**src/rtl/toy_bus_ddec_node_lsu_ack_pkg.sv**
```systemverilog
// Shared ToyBusAck types and helpers for the toy bus arbiter/decoder nodes.
package toy_bus_pkg;

  localparam int TB_DATA_W = 256;
  localparam int TB_SB_W   = 10;
  localparam int TB_ID_W   = 4;

  typedef struct packed {
    logic                 opcode;
    logic [TB_DATA_W-1:0] data;
    logic [TB_SB_W-1:0]   sideband;
    logic [TB_ID_W-1:0]   src_id;
    logic [TB_ID_W-1:0]   tgt_id;
  } toy_bus_ack_t;

  localparam int TB_ACK_W = $bits(toy_bus_ack_t);

  // Saturating 8-bit increment used by error counters.
  function automatic logic [7:0] sat_inc8(input logic [7:0] v);
    return (v == 8'hFF) ? v : v + 8'd1;
  endfunction

endpackage

```
**src/rtl/toy_bus_ddec_node_lsu_ack_fifo.sv**
```systemverilog
// Common synchronous FIFO shared by the toy bus decoder nodes.
// DEPTH must be a power of two so the pointers wrap naturally.
module toy_bus_CmnFifo #(
  parameter int W     = 8,
  parameter int DEPTH = 2
) (
  input  logic         clk,
  input  logic         rst,
  input  logic         push,
  input  logic         pop,
  input  logic [W-1:0] din,
  output logic [W-1:0] dout,
  output logic         full,
  output logic         empty
);

  localparam int AW = (DEPTH > 1) ? $clog2(DEPTH) : 1;
  localparam int CW = $clog2(DEPTH + 1);

  logic [W-1:0]  r_mem [DEPTH];
  logic [AW-1:0] r_rptr;
  logic [AW-1:0] r_wptr;
  logic [CW-1:0] r_cnt;
  logic          w_push;
  logic          w_pop;

  assign w_push = push & ~full;
  assign w_pop  = pop & ~empty;
  assign full   = (r_cnt == CW'(DEPTH));
  assign empty  = (r_cnt == '0);
  assign dout   = r_mem[r_rptr];

  // Storage is never reset; stale entries are masked by the count.
  always_ff @(posedge clk) begin
    if (w_push) begin
      r_mem[r_wptr] <= din;
    end
  end

  always_ff @(posedge clk) begin
    if (rst) begin
      r_rptr <= '0;
      r_wptr <= '0;
      r_cnt  <= '0;
    end else begin
      if (w_push) begin
        r_wptr <= r_wptr + AW'(1);
      end
      if (w_pop) begin
        r_rptr <= r_rptr + AW'(1);
      end
      case ({w_push, w_pop})
        2'b10:   r_cnt <= r_cnt + CW'(1);
        2'b01:   r_cnt <= r_cnt - CW'(1);
        default: r_cnt <= r_cnt;
      endcase
    end
  end

endmodule

```
**src/rtl/toy_bus_ddec_node_lsu_ack.sv**
```systemverilog
// LSU ToyBusAck decoder node: routes one input stream by tgt_id into two
// FIFO-buffered output ports and drops/counts beats with an unmapped tgt_id.
module toy_bus_ddec_node_lsu_ack
  import toy_bus_pkg::*;
#(
  parameter logic [3:0] OUT0_TGT_ID = 4'd0,
  parameter logic [3:0] OUT1_TGT_ID = 4'd1,
  parameter int         FIFO_DEPTH  = 2
) (
  input  logic         clk,
  input  logic         rst,
  input  logic         in0_vld,
  output logic         in0_rdy,
  input  logic         in0_opcode,
  input  logic [255:0] in0_data,
  input  logic [9:0]   in0_sideband,
  input  logic [3:0]   in0_src_id,
  input  logic [3:0]   in0_tgt_id,
  output logic         out0_vld,
  input  logic         out0_rdy,
  output logic         out0_opcode,
  output logic [255:0] out0_data,
  output logic [9:0]   out0_sideband,
  output logic [3:0]   out0_src_id,
  output logic [3:0]   out0_tgt_id,
  output logic         out1_vld,
  input  logic         out1_rdy,
  output logic         out1_opcode,
  output logic [255:0] out1_data,
  output logic [9:0]   out1_sideband,
  output logic [3:0]   out1_src_id,
  output logic [3:0]   out1_tgt_id,
  output logic         err_unmapped,
  output logic [7:0]   err_cnt
);

  logic         w_sel0;
  logic         w_sel1;
  logic         w_unmapped;
  logic         w_full0;
  logic         w_full1;
  logic         w_empty0;
  logic         w_empty1;
  logic         w_push0;
  logic         w_push1;
  toy_bus_ack_t w_in_pl;
  toy_bus_ack_t w_out0_pl;
  toy_bus_ack_t w_out1_pl;
  logic         r_err_unmapped;
  logic [7:0]   r_err_cnt;

  // out0 wins when both IDs are configured equal.
  assign w_sel0     = (in0_tgt_id == OUT0_TGT_ID);
  assign w_sel1     = (in0_tgt_id == OUT1_TGT_ID) & ~w_sel0;
  assign w_unmapped = ~w_sel0 & ~w_sel1;

  assign in0_rdy = w_sel0 ? ~w_full0 : (w_sel1 ? ~w_full1 : 1'b1);
  assign w_push0 = in0_vld & in0_rdy & w_sel0;
  assign w_push1 = in0_vld & in0_rdy & w_sel1;

  assign w_in_pl = '{opcode:   in0_opcode,
                     data:     in0_data,
                     sideband: in0_sideband,
                     src_id:   in0_src_id,
                     tgt_id:   in0_tgt_id};

  toy_bus_CmnFifo #(.W(TB_ACK_W), .DEPTH(FIFO_DEPTH)) u_fifo0 (
    .clk   (clk),
    .rst   (rst),
    .push  (w_push0),
    .pop   (out0_vld & out0_rdy),
    .din   (w_in_pl),
    .dout  (w_out0_pl),
    .full  (w_full0),
    .empty (w_empty0)
  );

  toy_bus_CmnFifo #(.W(TB_ACK_W), .DEPTH(FIFO_DEPTH)) u_fifo1 (
    .clk   (clk),
    .rst   (rst),
    .push  (w_push1),
    .pop   (out1_vld & out1_rdy),
    .din   (w_in_pl),
    .dout  (w_out1_pl),
    .full  (w_full1),
    .empty (w_empty1)
  );

  assign out0_vld      = ~w_empty0;
  assign out0_opcode   = w_out0_pl.opcode;
  assign out0_data     = w_out0_pl.data;
  assign out0_sideband = w_out0_pl.sideband;
  assign out0_src_id   = w_out0_pl.src_id;
  assign out0_tgt_id   = w_out0_pl.tgt_id;

  assign out1_vld      = ~w_empty1;
  assign out1_opcode   = w_out1_pl.opcode;
  assign out1_data     = w_out1_pl.data;
  assign out1_sideband = w_out1_pl.sideband;
  assign out1_src_id   = w_out1_pl.src_id;
  assign out1_tgt_id   = w_out1_pl.tgt_id;

  // Drop reporting is registered: pulse and count land one cycle after the drop.
  always_ff @(posedge clk) begin
    if (rst) begin
      r_err_unmapped <= 1'b0;
      r_err_cnt      <= 8'd0;
    end else begin
      r_err_unmapped <= in0_vld & w_unmapped;
      if (in0_vld & w_unmapped) begin
        r_err_cnt <= sat_inc8(r_err_cnt);
      end
    end
  end

  assign err_unmapped = r_err_unmapped;
  assign err_cnt      = r_err_cnt;

endmodule
```
**config.mk**
```make
export PLATFORM = sky130hd
export DESIGN_NAME = toy_bus_ddec_node_lsu_ack
export DESIGN_NICKNAME = d
export VERILOG_FILES = /design/src/rtl/toy_bus_ddec_node_lsu_ack_pkg.sv /design/src/rtl/toy_bus_ddec_node_lsu_ack_fifo.sv /design/src/rtl/toy_bus_ddec_node_lsu_ack.sv
export SDC_FILE = /design/constraint.sdc
export NUM_CORES = 1
export LEC_CHECK = 0
export ABC_AREA = 0
export ABC_CLOCK_PERIOD_IN_PS = 14900
export CAP_MARGIN = 20
export CORE_MARGIN = 4
export CORE_UTILIZATION = 40
export CTS_CLUSTER_DIAMETER = 120
export CTS_CLUSTER_SIZE = 30
export DETAILED_ROUTE_END_ITERATION = 16
export GPL_ROUTABILITY_DRIVEN = 0
export HOLD_SLACK_MARGIN = 0.15
export PLACE_DENSITY = 0.71
export SYNTH_ARGS = -nofsm -noshare
export SYNTH_HDL_FRONTEND = slang
export SYNTH_SLANG_ARGS = --single-unit
```
**constraint.sdc**
```tcl
create_clock -name clk -period 14.9 [get_ports clk]
set_input_delay 1.49 -clock clk [delete_from_list [all_inputs] [get_ports clk]]
set_output_delay 1.49 -clock clk [all_outputs]
set_load 0.03 [all_outputs]
```
==> impl_summary.log <==
[metrics] status: completed
[metrics] number of cells upsized or downsized after cts: 0
[metrics] Clock Latency Late Sink: ~0.63 ns
[metrics] synthesized netlist net count: between 2000 and 2500
[metrics] Syn. warnings: 0
[metrics] routed metal-1 wirelength: 36060 um
[metrics] clock root cell: sky130_fd_sc_hd__clkbuf_16
[metrics] residual DRC count: 0
[metrics] average detailed-routed wire length per instance: 24.13 um
[metrics] Synth-to-Final Area Change: 27.42%
[metrics] mean post-synth cell area: 22.40 um2
[metrics] Buffers on Ports: ~840
[metrics] register bit count reported by yosys: 1119
[metrics] final sum of negative setup slack: 0 ns
[metrics] 1st-iter DRT viols: 1353
[metrics] deepest clock path buffer count: 3
[metrics] Netlist Area Pre-Place: 40560 um2
[metrics] initial antenna violation count: 10
[metrics] max layer used: met5
[metrics] top-level I/O count: 842
[metrics] average vias per placed instance: 4.929
[metrics] number of buffers created by CTS: 43
[metrics] Routed met2 length: 51870 um
[metrics] number of pins with negative max-slew slack in the final report: 0
[metrics] worst relative slew slack: around 27%
[metrics] async set or reset register ratio after synthesis: 0%
[metrics] most frequent CP cell: sky130_fd_sc_hd__buf_4
[metrics] highest clock rate: about 0.18 GHz
[metrics] routed wire length: 97300 um
[metrics] PnR Total Power: 5.378 mW
[metrics] number of global-route vias before repair: 21010
[metrics] maximum number of pins on one net before global-route repair: 72
[metrics] final critical-path share of the clock period: 38.25%
[metrics] fill count: a little under 8000
[metrics] library cells used by synthesis: 39
[metrics] RSZ-0062 raised after global routing: no
[metrics] Hold WS: 0.5192 ns
[metrics] H-tree depth: 2
[metrics] proportion of netlist area held by the largest area contributor: 81.44%
[metrics] max-cap violations: 0
[metrics] fraction of the yosys area taken by sequential cells: 82.38%
[metrics] Setup Fix Bufs, Post-CTS: 0
[metrics] area enclosed by the die boundary: approximately 110000 um2
[metrics] cell types with the largest area share after synthesis: sky130_fd_sc_hd__edfxtp_1, sky130_fd_sc_hd__mux2_2, sky130_fd_sc_hd__mux2_1, sky130_fd_sc_hd__buf_4, sky130_fd_sc_hd__dfxtp_1
[metrics] largest area contributor in the netlist: sky130_fd_sc_hd__edfxtp_1
[metrics] wire length of the first global-routing pass: 140600 um
[metrics] worst slack after detailed placement: 8.603 ns
[metrics] Power Dens Cells: 104.1 nW/um2
[metrics] number of buffer and inverter instances along the worst setup path: 3
[metrics] maximum ir drop on the vdd rail: 79.39 uV
[metrics] Setup Viol. Count Final: 0
[metrics] slew at the pin closest to its max-slew limit: 1.091 ns
[metrics] largest stage delay on the critical path: ~0.8 ns
[metrics] via count: around 20000
[metrics] Data arrival, critical path: around 4.2 ns
[metrics] cells after synthesis: 1811
[metrics] total core area: 100300 um2
[metrics] slowest stage cell on the critical path: sky130_fd_sc_hd__buf_4
[metrics] Critical Path Sink Type: output pin
[metrics] clock transition time at the flip-flop clock pins of the worst setup and hold paths: 0.11 ns
[metrics] Die W: 326.4 um
[metrics] number of hold buffers added after cts: 0
[metrics] TritonCTS clock tree: yes
[metrics] worst-path cell chain: buf_4 > buf_4 > mux2_2 > clkdlybuf4s50_1
[metrics] skew final: 0.01253 ns
[metrics] final worst path period need: 5.699 ns
[metrics] Leakage: 16.23 nW
[metrics] starting density of the core: approximately 40%
[metrics] kind of path behind the tightest hold check: reg2reg
[metrics] CP max FO: 60
[metrics] Global Route Usage Sum: 17.49%
[metrics] drt pass-1 iters: 5
[metrics] amount of wire on met3 after detailed routing: 6454 um
[metrics] crit path kind: reg2out
[metrics] total count of hold-check failures in the final report: 0
[metrics] kind of start point of the critical path: flip-flop
[metrics] most used flip-flop cell after synthesis: sky130_fd_sc_hd__edfxtp_1
[metrics] worst-case setup margin in the final layout: roughly 9.2 ns
[metrics] family with the most delay on the worst path: buffers and inverters
[metrics] Final nets: 2941
[metrics] Final ANT Viol Nets: 0
[metrics] clock sink count: about 1100
[metrics] number of synthesized flops with an enable pin: 1100
[metrics] count of standard-cell rows: approximately 120
[metrics] Worst Path Required: 13.41 ns
[metrics] floorplan die height: 326.4 um
[metrics] share of cells above drive strength 1: 21.74%
[metrics] HPWL after detailed placement: approximately 66000 um
[metrics] final global-route overflow total: 0
## per-layer routing
layer / up-vias / GRT usage [%]
li1: 8836 / -
met1: 10220 / 20.41
met2: 698 / 32.02
met3: 120 / 4.217
met4: 4 / 5.042
met5: - / 0
## placed cells by master, fill, tap and decap left out, types with 4 or more instances in the layout
cell / netlist / routed
sky130_fd_sc_hd__a21oi_1: 4 / 4
sky130_fd_sc_hd__dfxtp_1: 19 / 17
sky130_fd_sc_hd__nor2_1: 19 / 16
sky130_fd_sc_hd__o21ai_0: 4 / 4
sky130_fd_sc_hd__clkdlybuf4s50_1: 0 / 841
sky130_fd_sc_hd__edfxtp_1: 1100 / 1100
sky130_fd_sc_hd__clkbuf_16: 0 / 45
sky130_fd_sc_hd__diode_2: 0 / 8
sky130_fd_sc_hd__mux2_1: 54 / 54
sky130_fd_sc_hd__buf_4: 52 / 25
sky130_fd_sc_hd__clkbuf_1: 2 / 7
sky130_fd_sc_hd__xor2_1: 4 / 4
sky130_fd_sc_hd__xnor2_1: 6 / 6
sky130_fd_sc_hd__mux2_2: 497 / 497
## synth_stat cells (all sizes together), types with 3 or more instances
library cell,count
o21ai,5
nor2,20
buf,62
xnor2,6
dfxtp,19
nand3,3
edfxtp,1100
ha,3
and2,4
xor2,4
inv,3
a21oi,4
mux2,551
## area by class of cell
class / instances / area (um2) / share of cell area [%]
diodes: 8 / 20.02 / 0.03874
clock buffers: 53 / 1166 / 2.256
clock inverters: 2 / 46.29 / 0.08958
inverters: 3 / 11.26 / 0.02179
multi-input cells: 625 / 6715 / 12.99
flip-flops and latches: 1119 / 33420 / 64.66
well taps: 1357 / 1698 / 3.285
repair buffers: 866 / 8606 / 16.65
## sequential cells by signal (all words and copies together) (netlist names), named ones only
signal and cells:
u_fifo0.r_rptr 1, u_fifo1.r_wptr 1, u_fifo0.r_mem 550, err_unmapped 1, u_fifo1.r_rptr 1, u_fifo1.r_mem 550
u_fifo0.r_cnt 2, u_fifo0.r_wptr 1, u_fifo1.r_cnt 2, err_cnt 8
## power breakdown
group / leakage, nW / switching (mW) / total [mW] / internal, mW
clock network: 0.591 / 0.872 / 1.45 / 0.578
logic: 5.58 / 0.243 / 0.447 / 0.204
registers: 10.1 / 0.00847 / 3.48 / 3.47
total: 16.2 / 1.12 / 5.38 / 4.25
## path summary, 6_finish.rpt
kind | start | end | slack [ns] | depth (start not counted)
worst max register to register | u_fifo0.r_cnt[0]$_SDFFE_PP0P_ | u_fifo0.r_mem[0][258]$_DFFE_PP_ | 10.65 | 7
worst max-delay path | flip-flop | out0_data[74] | 9.20 | 4
worst min register to register | u_fifo0.r_cnt[1]$_SDFFE_PP0P_ | u_fifo0.r_cnt[1]$_SDFFE_PP0P_ | 0.52 | 2
worst min-delay path | u_fifo0.r_cnt[1]$_SDFFE_PP0P_ | u_fifo0.r_cnt[1]$_SDFFE_PP0P_ | 0.52 | 2
## stage by stage
stage | utilization (%) | cells | instance area [um2]
2_1_floorplan | - | 1811 | 40560
3_3_place_gp | 50.30 | 3970 | 50450
3_5_place_dp | 50.30 | 3970 | 50450
4_1_cts | 51.51 | 4025 | 51660
5_1_grt | 51.53 | 4033 | 51680
6_report | 51.53 | 4033 | 51680
## kinds of logic after synthesis
group	count (synthesis)	synth area share (%)
buffers and inverters	67	1.129
AND/OR/NAND/NOR	43	0.5953
AO/OA/AOI/OAI	16	0.2437
flip-flops	1119	82.38
XOR/XNOR	10	0.2159
multiplexers	553	15.35
adder cells (fa/ha/maj)	3	0.09255
## worst register-to-register path: stages (launching register included)
cell,delay [ns]
sky130_fd_sc_hd__dfxtp_1,0.41
sky130_fd_sc_hd__nor2b_1,0.09
sky130_fd_sc_hd__and4bb_1,0.34
sky130_fd_sc_hd__inv_1,0.12
sky130_fd_sc_hd__nor2_4,0.75
sky130_fd_sc_hd__buf_4,0.57
sky130_fd_sc_hd__buf_4,0.67
sky130_fd_sc_hd__buf_4,0.88
No activity file was read; power rests on OpenSTA's default activity.
